### src/rtl/gray_pkg.sv
// gray_pkg: shared Gray-code types, default width and decode/popcount helpers
package gray_pkg;
  localparam int WIDTH_DEF = 4;
  localparam int MAXW = 32;
  typedef logic [WIDTH_DEF-1:0] gray_t;
  typedef logic [WIDTH_DEF-1:0] bin_t;
  function automatic logic [MAXW-1:0] gray2bin(input logic [MAXW-1:0] g);
    gray2bin[MAXW-1] = g[MAXW-1];
    for (int i = MAXW - 2; i >= 0; i--) gray2bin[i] = gray2bin[i+1] ^ g[i];
  endfunction
  function automatic int unsigned popcount(input logic [MAXW-1:0] v);
    popcount = 0;
    for (int i = 0; i < MAXW; i++) popcount += 32'(v[i]);
  endfunction
endpackage

### src/rtl/gray_ind_fifo.sv
// gray_ind_fifo: DEPTH-entry FIFO; ports CLK, nRST, push, pop, din -> full, empty, head (0 when empty)
module gray_ind_fifo #(
  parameter int WIDTH = 4,
  parameter int DEPTH = 4
) (
  input  logic             CLK,
  input  logic             nRST,
  input  logic             push,
  input  logic             pop,
  input  logic [WIDTH-1:0] din,
  output logic             full,
  output logic             empty,
  output logic [WIDTH-1:0] head
);
  localparam int AW = $clog2(DEPTH);
  logic [WIDTH-1:0] mem [DEPTH];
  logic [AW-1:0] wr_ptr, rd_ptr;
  logic [AW:0] cnt;
  logic wr, rd;
  assign full = cnt == (AW+1)'(DEPTH);
  assign empty = cnt == '0;
  assign rd = pop && !empty;
  // a pop on the same edge frees the slot a push into a full FIFO needs
  assign wr = push && (!full || rd);
  assign head = empty ? '0 : mem[rd_ptr];
  always_ff @(posedge CLK or negedge nRST)
    if (!nRST) begin
      wr_ptr <= '0;
      rd_ptr <= '0;
      cnt <= '0;
    end else begin
      wr_ptr <= wr ? wr_ptr + AW'(1) : wr_ptr;
      rd_ptr <= rd ? rd_ptr + AW'(1) : rd_ptr;
      cnt <= cnt + (AW+1)'(wr) - (AW+1)'(rd);
    end
  always_ff @(posedge CLK)
    if (wr) mem[wr_ptr] <= din;
endmodule

### src/rtl/gray_value_indicator.sv
// gray_value_indicator: samples Gray counter, decodes to binary, queues changes, emits via ENA/RDY
// Ports: CLK, nRST (async low), gray_v/gray__RDY sample in, indication_value__ENA/_v out with
// indication_value__RDY, drop_count (saturating FIFO-full losses), check_err (sticky, only
// when GRAY_IND_CHECK_EN is defined; otherwise tied 0).
module gray_value_indicator
  import gray_pkg::*;
#(
  parameter int WIDTH = WIDTH_DEF,
  parameter int DEPTH = 4,
  parameter int CNTW = 8
) (
  input  logic             CLK,
  input  logic             nRST,
  input  logic [WIDTH-1:0] gray_v,
  input  logic             gray__RDY,
  output logic             indication_value__ENA,
  output logic [WIDTH-1:0] indication_value_v,
  input  logic             indication_value__RDY,
  output logic [CNTW-1:0]  drop_count,
  output logic             check_err
);
  logic [WIDTH-1:0] prev_gray, bin;
  logic prev_valid, push_req, full, empty, drop;
  assign bin = WIDTH'(gray2bin(MAXW'(gray_v)));
  assign push_req = gray__RDY && (!prev_valid || gray_v != prev_gray);
  assign indication_value__ENA = !empty && indication_value__RDY;
  assign drop = push_req && full && !indication_value__ENA;
  gray_ind_fifo #(.WIDTH(WIDTH), .DEPTH(DEPTH)) u_fifo (
    .CLK(CLK),
    .nRST(nRST),
    .push(push_req),
    .pop(indication_value__ENA),
    .din(bin),
    .full(full),
    .empty(empty),
    .head(indication_value_v)
  );
  always_ff @(posedge CLK or negedge nRST)
    if (!nRST) begin
      prev_gray <= '0;
      prev_valid <= 1'b0;
      drop_count <= '0;
    end else begin
      prev_gray <= gray__RDY ? gray_v : prev_gray;
      prev_valid <= prev_valid | gray__RDY;
      drop_count <= drop_count + CNTW'(drop && !(&drop_count));
    end
`ifdef GRAY_IND_CHECK_EN
  always_ff @(posedge CLK or negedge nRST)
    if (!nRST) check_err <= 1'b0;
    else check_err <= check_err | (push_req && prev_valid && popcount(MAXW'(gray_v ^ prev_gray)) > 1);
`else
  assign check_err = 1'b0;
`endif
endmodule

### config.mk
export PLATFORM = sky130hd
export DESIGN_NAME = gray_value_indicator
export DESIGN_NICKNAME = d
export VERILOG_FILES = /design/src/rtl/gray_pkg.sv /design/src/rtl/gray_ind_fifo.sv /design/src/rtl/gray_value_indicator.sv
export SDC_FILE = /design/constraint.sdc
export NUM_CORES = 1
export LEC_CHECK = 0
export CORE_MARGIN = 8
export CORE_UTILIZATION = 45
export CTS_CLUSTER_DIAMETER = 30
export CTS_CLUSTER_SIZE = 10
export DETAILED_ROUTE_END_ITERATION = 16
export HOLD_SLACK_MARGIN = 0.12
export PLACE_DENSITY = 0.67
export SLEW_MARGIN = 0
export SYNTH_ARGS = -nofsm -noshare
export SYNTH_HDL_FRONTEND = slang
export SYNTH_SLANG_ARGS = --single-unit
### constraint.sdc
create_clock -name CLK -period 3.3 [get_ports CLK]
set_input_delay 0.66 -clock CLK [delete_from_list [all_inputs] [get_ports CLK]]
set_output_delay 0.66 -clock CLK [all_outputs]
set_load 0.02 [all_outputs]
==> run metrics <==
result of the run completed; Yosys warning count 0; # H-tree levels 2; PwrDens 742.1 nW/um^2; number of filler cells placed in the layout about 330; routed via count about 900; Hold Violations, Final 0; Post-Syn Area per Cell approximately 15 sq um; period utilization a little over four fifths; Seq. cell area approximately 980 sq um; Max-slew headroom 41.90%; proportion of layout cells with a drive suffix above 1 between 15 and 20%; Residual DRC 0; GPL Wtd Cong 0.7235; Worst Path Max Fanout 6; Multi-input gate area ~620 sq um; stage delay of the slowest cell on the critical path between 0.5 and 0.6 ns; final routed wire length divided by cell count approximately 14 um; Net count, final 151; max frequency ~360 MHz; total net switching power around 0.00048 W; global-route wire length before repair roughly 4400 um; largest buffer count on any clock path 2; Hold Crit Start prev_valid$_DFF_PN0_; initial DRC count 22; Clock Root Buffer clkbuf_4; Layout Cells excl Fill approximately 180; Core Footprint 3578 sq um; number of standard-cell rows in the floorplan 22; clock power share approximately 17%; total die area 5844 sq um; initial standard-cell utilization of the core between 40% and 50%; final setup violation count 0; Syn Nets approximately 130; post-route total power around 0.0014 W; CP max-delay cell mux4_2; commonest cells after routing, fill and taps aside 20 x dfrtp_1, 20 x clkdlybuf4s50_1, 16 x edfxtp_1; aggregate negative setup slack 0 ns; vias in the first global route about 960; I/O pins 22; sequential cell fraction of total power 46.9%; setup fix buffers added after clock tree synthesis 0; ratio of routed vias to standard cells a little under 5; clock network latency to the later pin of the worst-skew pair ~0.34 ns; Final HPWL DP just under 2000 um; Internal between 0.0009 and 0.001 W; pin count of the biggest net entering global routing 21; distinct cell type count after synthesis 28; part of the Yosys area used for sequential elements between 50% and 60%; height of the die 76.45 um; clock buffers created by TritonCTS 5; Lkg Pwr roughly 0.8 nW; origin of the critical flop-to-flop path u_fifo.cnt[1]$_DFF_PN0_; CP cell instances mux4_2 > nor2b_1 > clkdlybuf4s50_1; post-placement setup slack approximately 0.35 ns; ant diodes 0; clock tree from TritonCTS yes; antenna violations before repair 0; kind of critical path reg2out; Data arrival, critical path around 2.1 ns; GRT Resource Usage Total 9.812%; final worst setup slack between 0.4 and 0.5 ns; number of violations of the max-capacitance limit 0; Detailed Routing Iterations Pass 1 3; RSZ-0062 raised after global routing no; Worst IR Drop VDD around 0.30 mV; clk slew on worst S/H paths about 0.10 ns; type of the worst min-delay path reg2reg; number of buffers inserted for hold repair after clock tree synthesis 0; transition time of the tightest slew-check pin approximately 0.87 ns; Sw Ratio about a third; post-CTS resize count 0; worst clock skew on the final layout between 0.004 and 0.005 ns; Port Buffers 20; Area Overhead vs Synth 18.57%; critical path launch point type flop; sum of routed wire length over all layers between 2000 and 3000 um; antenna viol nets, final 0; clk sinks 36; Mapped Cells 110; overall die width approximately 76 um; endpoint kind of the worst setup timing path output port; relative contribution of combinational cells to total power about 36%; Cell Area, Synth between 1500 and 2000 sq um; total gr overflow 0; required time of the critical path roughly 2.6 ns; flip-flop and latch count after synthesis 36; timing startpoint of the critical path u_fifo.rd_ptr[0]$_DFFE_PN0P_; Final Max Tran Viols 0; total placed cells including tap cells between 150 and 200; crit path time final between 2 and 3 ns
Yosys cell counts:
master	number	area, sq um
nand3_1	2	10.01
a211oi_4	1	20.02
ha_1	8	100.1
and2_4	1	8.760
inv_1	6	22.52
nor3_1	1	5.000
nand2_1	3	11.26
edfxtp_1	16	480.5
nor3_2	1	10.01
dfrtp_1	20	500.5
buf_2	1	5.000
nor2_1	1	3.750
clkinv_1	1	3.750
xnor2_1	8	70.07
nor2b_1	5	31.28
nor4b_2	1	15.01
buf_4	1	7.510
mux2_2	4	45.04
conb_1	1	3.750
and2_1	6	37.54
mux4_2	4	90.09
fa_1	1	20.02
clkbuf_1	1	3.750
nand4_1	3	18.77
mux2_4	1	15.01
xor2_1	10	87.58
or2_2	1	6.260
o2111a_1	1	11.26
layer usage:
layer,vias to the layer above,share of wire (%),GRT usage [%]
met3,7,4.9,3.656
met1,425,46,11.65
met5,-,0,0
met4,0,2.9,6.346
met2,20,46,14.57
li1,429,-,-
kinds of logic (layout without fill, tap and decap cells):
| family | Yosys count | count (layout) | share of synthesized area (%) |
|---|---|---|---|
| compound gates | 2 | 2 | 1.903 |
| mux | 9 | 9 | 9.132 |
| other cells | 1 | 1 | 0.2281 |
| xor+xnor | 18 | 18 | 9.589 |
| buf+inv | 10 | 35 | 2.587 |
| simple gates | 25 | 25 | 9.589 |
| flops | 36 | 36 | 59.67 |
| fa+ha+maj | 9 | 9 | 7.306 |
through the flow:
step,instance area [sq um],utilization [%],hold WS [ns]
final,1949,54.48,0.4875
after global routing,1949,54.48,0.5042
after CTS,1949,54.48,0.4956
after detailed placement,1888,52.76,0.4701
after global placement,1888,52.76,0.4544
after floorplan,1644,-,0.3644
final timing paths:
kind | cells after the start | slack (ns) | endpoint
setup / recovery | 3 | 0.50 | indication_value_v[3]
hold / removal | 1 | 0.49 | prev_valid$_DFF_PN0_
setup reg to reg | 9 | 0.83 | u_fifo.cnt[2]$_DFF_PN0_
hold reg to reg | 1 | 0.49 | prev_valid$_DFF_PN0_
max in group asynchronous | 1 | 1.96 | u_fifo.cnt[1]$_DFF_PN0_
min in group asynchronous | 1 | 0.80 | prev_valid$_DFF_PN0_
worst max-delay path, delay by kind of cell, from the launching register on:
kind / cells / cell delay, ns
multiplexers: 1 / 0.56
AND/OR/NAND/NOR: 1 / 0.14
buffers and inverters: 1 / 0.55
flip-flops: 1 / 0.55
power by group through the flow:
stage	clock, W	combinational, W	sequential [W]
floorplan	0	0.000360	0.000668
global placement	0	0.000520	0.000682
detailed placement	0	0.000538	0.000691
CTS	0.000250	0.000539	0.000683
global route	0.000265	0.000590	0.000698
finish	0.000243	0.000526	0.000678
area by class of cell:
class	count	area share, %
sequential	36	50.32
tap	48	3.081
clock inverter	2	0.5135
timing repair buffer	20	10.27
multi-input combinational	64	31.84
clock buffer	6	2.632
inverter	7	1.348
sequential cells by signal (all words and copies together) (netlist names):
signal	count
u_fifo.mem	16
u_fifo.rd_ptr	2
prev_valid	1
u_fifo.wr_ptr	2
u_fifo.cnt	3
drop_count	8
prev_gray	4
No activity file was read; power rests on OpenSTA's default activity.
